**src/rtl/bsg_comm_link_token_gen.sv**
```systemverilog
// Receive-side credit-to-token generator: decimates dequeue credits into paced
// rise/fall pulses on the token line driven back to the channel transmitter.
module bsg_comm_link_token_gen #(
    parameter int lg_input_fifo_depth_p           = 5,
    parameter int lg_credit_to_token_decimation_p = 3,
    parameter int min_half_period_p               = 2
) (
    input  logic                                                          clk_i,
    input  logic                                                          reset_n_i,
    input  logic                                                          enable_i,
    input  logic                                                          deq_i,
    output logic                                                          token_o,
    output logic [lg_input_fifo_depth_p-lg_credit_to_token_decimation_p:0] pending_tokens_o,
    output logic                                                          overflow_o
);

    localparam int pw_lp = lg_input_fifo_depth_p - lg_credit_to_token_decimation_p + 1;
    localparam int hw_lp = (min_half_period_p > 1) ? $clog2(min_half_period_p) : 1;

    localparam logic [pw_lp-1:0] pmax_lp      = pw_lp'(1) << (pw_lp - 1);
    localparam logic [hw_lp-1:0] hold_init_lp = hw_lp'(min_half_period_p - 1);

    typedef enum logic [1:0] {
        IDLE = 2'd0,
        HIGH = 2'd1,
        LOW  = 2'd2
    } state_e;

    state_e           state_r;
    logic [hw_lp-1:0] hold_r;

    logic deq_en;
    logic earn;
    logic launch;
    logic pending_nz;
    logic at_pmax;
    logic hold_done;

    assign deq_en     = enable_i & deq_i;
    assign pending_nz = (pending_tokens_o != '0);
    assign at_pmax    = (pending_tokens_o == pmax_lp);
    assign hold_done  = (hold_r == '0);

    // A launch consumes one pending token; the FSM and the pending counter
    // must agree on exactly when that happens.
    assign launch = enable_i & pending_nz &
                    ((state_r == IDLE) | ((state_r == LOW) & hold_done));

    // Credit decimation: the wrap of the counter is the earn event.
    generate
        if (lg_credit_to_token_decimation_p > 0) begin : g_credit
            logic [lg_credit_to_token_decimation_p-1:0] credit_r;

            always_ff @(posedge clk_i or negedge reset_n_i) begin
                if (!reset_n_i) begin
                    credit_r <= '0;
                end else if (!enable_i) begin
                    credit_r <= '0;
                end else if (deq_en) begin
                    credit_r <= credit_r + lg_credit_to_token_decimation_p'(1);
                end
            end

            assign earn = deq_en & (&credit_r);
        end else begin : g_no_credit
            assign earn = deq_en;
        end
    endgenerate

    always_ff @(posedge clk_i or negedge reset_n_i) begin
        if (!reset_n_i) begin
            pending_tokens_o <= '0;
        end else if (!enable_i) begin
            pending_tokens_o <= '0;
        end else begin
            case ({earn, launch})
                2'b10: if (!at_pmax) pending_tokens_o <= pending_tokens_o + pw_lp'(1);
                2'b01: pending_tokens_o <= pending_tokens_o - pw_lp'(1);
                default: pending_tokens_o <= pending_tokens_o;
            endcase
        end
    end

    // Sticky; survives the enable flush so firmware can still see it.
    always_ff @(posedge clk_i or negedge reset_n_i) begin
        if (!reset_n_i) begin
            overflow_o <= 1'b0;
        end else if (earn & at_pmax & ~launch) begin
            overflow_o <= 1'b1;
        end
    end

    always_ff @(posedge clk_i or negedge reset_n_i) begin
        if (!reset_n_i) begin
            state_r <= IDLE;
            token_o <= 1'b0;
            hold_r  <= '0;
        end else if (!enable_i) begin
            state_r <= IDLE;
            token_o <= 1'b0;
            hold_r  <= '0;
        end else begin
            case (state_r)
                IDLE: begin
                    if (launch) begin
                        token_o <= 1'b1;
                        hold_r  <= hold_init_lp;
                        state_r <= HIGH;
                    end
                end
                HIGH: begin
                    if (hold_done) begin
                        token_o <= 1'b0;
                        hold_r  <= hold_init_lp;
                        state_r <= LOW;
                    end else begin
                        hold_r <= hold_r - hw_lp'(1);
                    end
                end
                LOW: begin
                    if (hold_done) begin
                        if (launch) begin
                            token_o <= 1'b1;
                            hold_r  <= hold_init_lp;
                            state_r <= HIGH;
                        end else begin
                            state_r <= IDLE;
                        end
                    end else begin
                        hold_r <= hold_r - hw_lp'(1);
                    end
                end
                default: begin
                    state_r <= IDLE;
                    token_o <= 1'b0;
                    hold_r  <= '0;
                end
            endcase
        end
    end

endmodule

```
**config.mk**
```make
export PLATFORM = sky130hd
export DESIGN_NAME = bsg_comm_link_token_gen
export DESIGN_NICKNAME = d
export VERILOG_FILES = /design/src/rtl/bsg_comm_link_token_gen.sv
export SDC_FILE = /design/constraint.sdc
export NUM_CORES = 1
export LEC_CHECK = 0
export CAP_MARGIN = 20
export CELL_PAD_IN_SITES_DETAIL_PLACEMENT = 1
export CELL_PAD_IN_SITES_GLOBAL_PLACEMENT = 1
export CORE_MARGIN = 2
export CORE_UTILIZATION = 39
export DETAILED_ROUTE_END_ITERATION = 10
export GPL_ROUTABILITY_DRIVEN = 1
export PLACE_DENSITY_LB_ADDON = 0.1
export RECOVER_POWER = 100
export SLEW_MARGIN = 40
export SYNTH_ARGS = -nofsm -noshare
export SYNTH_HDL_FRONTEND = slang
export SYNTH_SLANG_ARGS = --single-unit
```
**constraint.sdc**
```tcl
create_clock -name clk_i -period 2.5 [get_ports clk_i]
set_clock_uncertainty 0.1 [all_clocks]
set_input_delay 0.25 -clock clk_i [delete_from_list [all_inputs] [get_ports clk_i]]
set_output_delay 0.25 -clock clk_i [all_outputs]
set_load 0.02 [all_outputs]
```
==> metrics.csv, run 1 <==
metric,value,unit
"top cells by area, synth","dfrtp_1 44%, ha_1 4.0%, fa_1 3.2%",
worst path arrival time,2.39,ns
crit start category,register,
Fmax,0.432,GHz
"most common cell after layout, fill and taps aside",dfrtp_1,
initial antenna violation count,0,
Worst-Margin Slew,0.498,ns
total global routing overflow,0,
register bit total from synthesis,11,
Layout fillers,177,
Most Frequent Cell on Critical Path,ha_1,
core area,0.00151,mm2
clk buf depth,2,
gr usage total,0.160,
area of the multi-input gates,323,um2
clk slew on worst S/H paths,0.08,ns
setup_tns,0,ns
"critical path, cell by cell",ha_1 -> ha_1 -> and3_1 -> nor4_2 -> fa_1 -> nor2_1 -> a221o_1 -> o211ai_1,
DR pass1 iterations,3,
root buffer cell,clkbuf_4,
Non-Filler Instances,90,
PD cells,992,mW/mm2
crit path from,g_credit.credit_r[0],
most frequent cells in the layout,"11 x dfrtp_1, 7 x dlygate4sd3_1, 5 x nand2_1, 4 x nor2_1",
Pins Over Slew Limit,0,
Setup crit end kind,register,
row cnt,14,
Nets,82,
sequential fraction of the synthesis area,0.442,
Max-slew headroom,0.667,
fin crit period,2.32,ns
Die Wd,44.0,um
worst-skew pair later-pin latency,0.27,ns
LEAKAGE,0.359,nW
placed cells,86,
crit path kind,register to register,
Detailed Route WL,1280,um
share of cells above drive strength 1,0.0946,
VDD IR-drop max,0.000415,V
DP HPWL,953,um
first-pass GRT wire length,2200,um
antenna diode count,0,
RSZ-0062 raised after global routing,no,
initial drt markers,8,
clk sink count,11,
worst stage delay on the critical path,0.40,ns
Yosys warning count,0,
I/O Buffers,8,
routed len/inst,14.2,um
worst r2r src,g_credit.credit_r[0],
Hold/Removal Path Class,input port to asynchronous set/reset pin,
DIE AREA,0.00193,mm2
CP max-delay cell,dfrtp_1,
Overall Power,756,uW
Worst Path Max Fanout,3,
hold buffers post-CTS,0,
Layout Area Growth over Synthesis,22.3,%
syn_area_per_cell,10.6,um2
# Post-CTS Setup Buffers,0,
clock buffer count from CTS,3,
Die H,44.0,um
Yosys top cell area share,0.442,
CTS tree,done,
storage element area,275,um2
post-synthesis instance area,623,um2
library cells used by synthesis,31,
post-cts sizing count,0,
DR vias/cell,5.63,
reg2reg setup slack,0.18,ns
post-route ant nets,0,
Via Count,507,
final worst-path cycle share,0.927,
Worst EP required,2.58,ns
Placer Congestion,0.718,
final setup vio count,0,
H-tree depth,1,
Max-cap violations,0,
largest net degree at the start of global routing,12,
Initial Util,0.414,
synthesized instance count,59,
post-synth net total,66,
vias in the first global route,499,
status,"complete, no violations",
"Hold Vio Cnt, Final",0,
post-route DRC violation count,0,
io pins,9,
post-synth top area cell,dfrtp_1,
[layer usage]
metal  routed length [um]  share of wire  global-route usage
met2                  616           0.48               0.238
met3                   22          0.017              0.0250
met1                  620           0.49               0.212
met4                   15          0.012               0.109
met5                    0              0                   0
[flip-flops by register name (all words and copies together), names as in the netlist]
signal / cells
pending_tokens_o: 3
g_credit.credit_r: 3
token_o: 1
overflow_o: 1
hold_r: 1
state_r: 2
[area by class of cell]
| cell class | instances | share of cell area |
|---|---|---|
| Clock buffer | 4 | 0.0345 |
| Sequential cell | 11 | 0.361 |
| Multi-Input combinational cell | 44 | 0.424 |
| Inverter | 2 | 0.00985 |
| Timing Repair Buffer | 13 | 0.144 |
| Tap cell | 16 | 0.0263 |
[through the flow]
step | hold WS (ns) | area, um2 | worst slack, ns | util
floorplan | -0.146 | 623 | 0.279 | -
global placement | 0.363 | 753 | 0.251 | 0.500
detailed placement | 0.365 | 753 | 0.233 | 0.500
CTS | 0.211 | 779 | 0.190 | 0.517
global route | 0.323 | 762 | 0.0875 | 0.506
finish | 0.271 | 762 | 0.183 | 0.506
[worst paths after layout]
check	to	cells past startpoint
max	pending_tokens_o[2]	8
min	state_r[1]	1
max reg2reg	pending_tokens_o[2]	8
min reg2reg	overflow_o	1
max in group asynchronous	pending_tokens_o[2]	1
min in group clk_i	overflow_o	1
[critical path: cells and delay by family (launching register included)]
family / cells / cell delay (ns)
flip-flops: 1 / 0.40
AND/OR/NAND/NOR: 3 / 0.62
AO/OA/AOI/OAI: 2 / 0.45
adder cells (fa/ha/maj): 3 / 0.64
[logic make-up (layout without fill, tap and decap cells)]
kind of cell,count (synthesis),after routing,synth area share
adder cells (fa/ha/maj),3,3,0.0723
AND/OR/NAND/NOR,23,23,0.215
buffers and inverters,4,19,0.0241
XOR/XNOR,2,2,0.0281
AO/OA/AOI/OAI,14,14,0.187
multiplexers,2,2,0.0321
flip-flops,11,11,0.442
[synthesized netlist by cell type]
master	number
o32ai_1	2
a21bo_1	1
or3_1	1
nor2_1	4
a21boi_0	1
o21a_1	1
nand2_1	5
ha_1	2
and3_1	1
clkbuf_1	2
a21oi_1	2
xor2_1	1
nand3b_1	2
a221o_1	1
mux2i_1	2
a2bb2oi_1	1
a211oi_1	1
nor4_2	1
nor3_2	1
fa_1	1
o22ai_1	1
inv_1	2
nand4b_1	1
dfrtp_1	11
nor3_1	2
o211ai_2	1
o31a_1	1
xnor2_1	1
nor2b_1	3
and2_1	2
a41o_1	1
[power by group]
part           switching (mW)  internal [mW]
clock                  0.0660         0.0618
sequential             0.0792          0.223
combinational           0.161          0.165
total                   0.306          0.449
Power figures use the tool's default switching activity.
==> run 2, diff against run 1 <==
--- a/config.mk
+++ b/config.mk
@@ -14,6 +14,7 @@
 export GPL_ROUTABILITY_DRIVEN = 1
 export PLACE_DENSITY_LB_ADDON = 0.1
 export RECOVER_POWER = 100
+export SETUP_SLACK_MARGIN = 0.02
 export SLEW_MARGIN = 40
 export SYNTH_ARGS = -nofsm -noshare
 export SYNTH_HDL_FRONTEND = slang
==> results of run 2 <==
Final layout, timing and power as in run 1 (identical DEF).
==> RTL change, RTL diff (settings of run 1) <==
Reset style: synchronous (`reset_n_i`), changed in 4 clocked blocks.
--- a/src/rtl/bsg_comm_link_token_gen.sv
+++ b/src/rtl/bsg_comm_link_token_gen.sv
@@ -52,5 +52,5 @@
             logic [lg_credit_to_token_decimation_p-1:0] credit_r;
 
-            always_ff @(posedge clk_i or negedge reset_n_i) begin
+            always_ff @(posedge clk_i) begin
                 if (!reset_n_i) begin
                     credit_r <= '0;
@@ -68,5 +68,5 @@
     endgenerate
 
-    always_ff @(posedge clk_i or negedge reset_n_i) begin
+    always_ff @(posedge clk_i) begin
         if (!reset_n_i) begin
             pending_tokens_o <= '0;
@@ -83,5 +83,5 @@
 
     // Sticky; survives the enable flush so firmware can still see it.
-    always_ff @(posedge clk_i or negedge reset_n_i) begin
+    always_ff @(posedge clk_i) begin
         if (!reset_n_i) begin
             overflow_o <= 1'b0;
@@ -91,5 +91,5 @@
     end
 
-    always_ff @(posedge clk_i or negedge reset_n_i) begin
+    always_ff @(posedge clk_i) begin
         if (!reset_n_i) begin
             state_r <= IDLE;
Check against the original RTL: differs if reset_n_i is asserted again (counterexample within 10 cycles, from zero or initial values and one cycle with reset_n_i low); with reset_n_i held inactive, the same outputs for 10 cycles.
==> RTL change against run 1 <==
Wire length down 12%. Die area fell by 6.6%. Final area is 7.7% lower. Synthesized area shrank 7.2%. Critical path type unchanged. Worst setup slack worse by 0.033 ns. Sequential cell count stayed put.
Power is not compared: it rests on default switching activity, and its combinational part moved more than twofold at a synthesized area within 25%.
==> RTL change: results (changes against run 1) <==
- Global-route wire length before repair: 2040 um (-7.2%)
- Distinct cell type count of the synthesized netlist: 23 (-26%)
- Area share of xor/xnor cells in the synthesized design: 4.55% (+1.7 points)
- Minimum setup slack among reg-to-reg paths: 0.15 ns (-0.03 ns)
- Via count of the first global-routing pass: 458 (-8.2%)
- Capture point of the worst reg-to-reg path: pending_tokens_o[2]
- Post-synthesis share of cell area spent on full adders, half adders and majority gates: 7.79% (+0.56 points)
- Worst Max-Slew Pin Slew: 0.388 ns (-0.110 ns)
- Detailed placer's ending HPWL: 877 um (-8.0%)
- Average size of a mapped cell: 9.32 um2 (-12%)
- DRT met1 WL: 604 um (-2.6%)
- Syn Nets: 69 (+4.5%)
- FFs w/ async S/R, synth: 0% (-100 points)
- Worst Hold Endpoint: overflow_o
- Arrival time worst endpoint: 2.44 ns (+0.05 ns)
- Biggest area contributors in the synthesized netlist: sky130_fd_sc_hd__dfxtp_1 (38%), sky130_fd_sc_hd__mux2i_1 (8.7%), sky130_fd_sc_hd__nor2_1 (6.5%)
- Class of the worst hold path: flop to flop
- Overall Global Routing Usage: 14.9% (-1.1 points)
- Worst r2r src: g_credit.credit_r[0]
- Synth Area in Compound Gates: 8.23% (-10 points)
- Largest incremental delay on the critical path: 0.52 ns (+0.12 ns)
- Share of synthesized area occupied by flip-flops and latches: 38.1% (-6.1 points)
- Fraction of final layout cells with drive strength greater than 1: 11.8% (+2.4 points)
- Met3 wirelength from detailed routing: 23 um (+4.5%)
- Most common flop cell mapped by yosys: sky130_fd_sc_hd__dfxtp_1
- Vias per Instance: 5.09 (-9.7%)
- Maximum number of pins on one net before global-route repair: 10 (-2)
- Met2 routed WL: 483 um (-22%)
- Routed len/inst: 12.3 um (-13%)
- Result of the run: finished, final reports clean
- Commonest cells in the netlist: sky130_fd_sc_hd__dfxtp_1 (11), sky130_fd_sc_hd__nor2_1 (10), sky130_fd_sc_hd__nand2_1 (6)
- Mux contribution to synthesized area: 11.0% (+7.8 points)
- Filler cell count: 165 (-6.8%)
[RTL change: worst max-delay path: cells and delay by family (launching register included)]
family / cells / cell delay, ns
muxes: 2 / 0.38
DFF: 1 / 0.33
and+or+nand+nor: 3 / 0.71
adders and majority gates: 3 / 0.76
[RTL change: layout make-up]
class	instances	area (um2)	share of cell area, %
multi-input combinational	45	313	44.5
sequential	11	220	31.3
timing repair buffer	13	114	16.2
clock buffer	4	26.3	3.74
tap	15	18.8	2.67
inverter	3	11.3	1.60
[RTL change: cells by family (layout without fill, tap and decap cells)]
kind of cell | Yosys count | count (layout)
xor+xnor | 3 | 3
buf+inv | 6 | 20
flops | 11 | 11
compound gates | 6 | 6
mux | 6 | 6
fa+ha+maj | 3 | 3
simple gates | 27 | 27
[RTL change: through the flow]
| step | power, mW | hold slack (ns) | worst slack (ns) | instance area (um2) | utilization (%) |
|---|---|---|---|---|---|
| after floorplan | 0.193 | 0.268 | 0.102 | 578 | - |
| after global placement | 0.200 | 0.351 | 0.0842 | 684 | 50.7 |
| after detailed placement | 0.200 | 0.357 | 0.0386 | 684 | 50.7 |
| after CTS | 0.324 | 0.376 | 0.149 | 711 | 52.6 |
| after global routing | 0.334 | 0.375 | 0.0155 | 703 | 52.1 |
| final | 0.320 | 0.367 | 0.150 | 703 | 52.1 |
[RTL change: power by group through the flow]
stage	registers (mW)	clock network, mW	logic (mW)
4_1_cts	0.177	0.128	0.0192
6_report	0.177	0.125	0.0187
3_3_place_gp	0.181	0	0.0193
2_1_floorplan	0.181	0	0.0116
5_1_grt	0.177	0.135	0.0211
3_5_place_dp	0.181	0	0.0191
[RTL change: worst max path at each step]
stage | start | endpoint | slack [ns] | cells past startpoint
6_report | g_credit.credit_r[0] | pending_tokens_o[2] | 0.15 | 8
2_1_floorplan | pending_tokens_o[0] | pending_tokens_o[2] | 0.10 | 8
3_3_place_gp | enable_i | pending_tokens_o[2] | 0.08 | 7
4_1_cts | g_credit.credit_r[0] | pending_tokens_o[2] | 0.15 | 8
5_1_grt | g_credit.credit_r[0] | pending_tokens_o[2] | 0.02 | 8
3_5_place_dp | enable_i | pending_tokens_o[2] | 0.04 | 7
[RTL change: per-layer routing]
metal,track usage [%],vias up
met5,0,-
met1,19.9,218
met3,5.17,2
met2,22.8,5
li1,-,238
met4,3.75,0
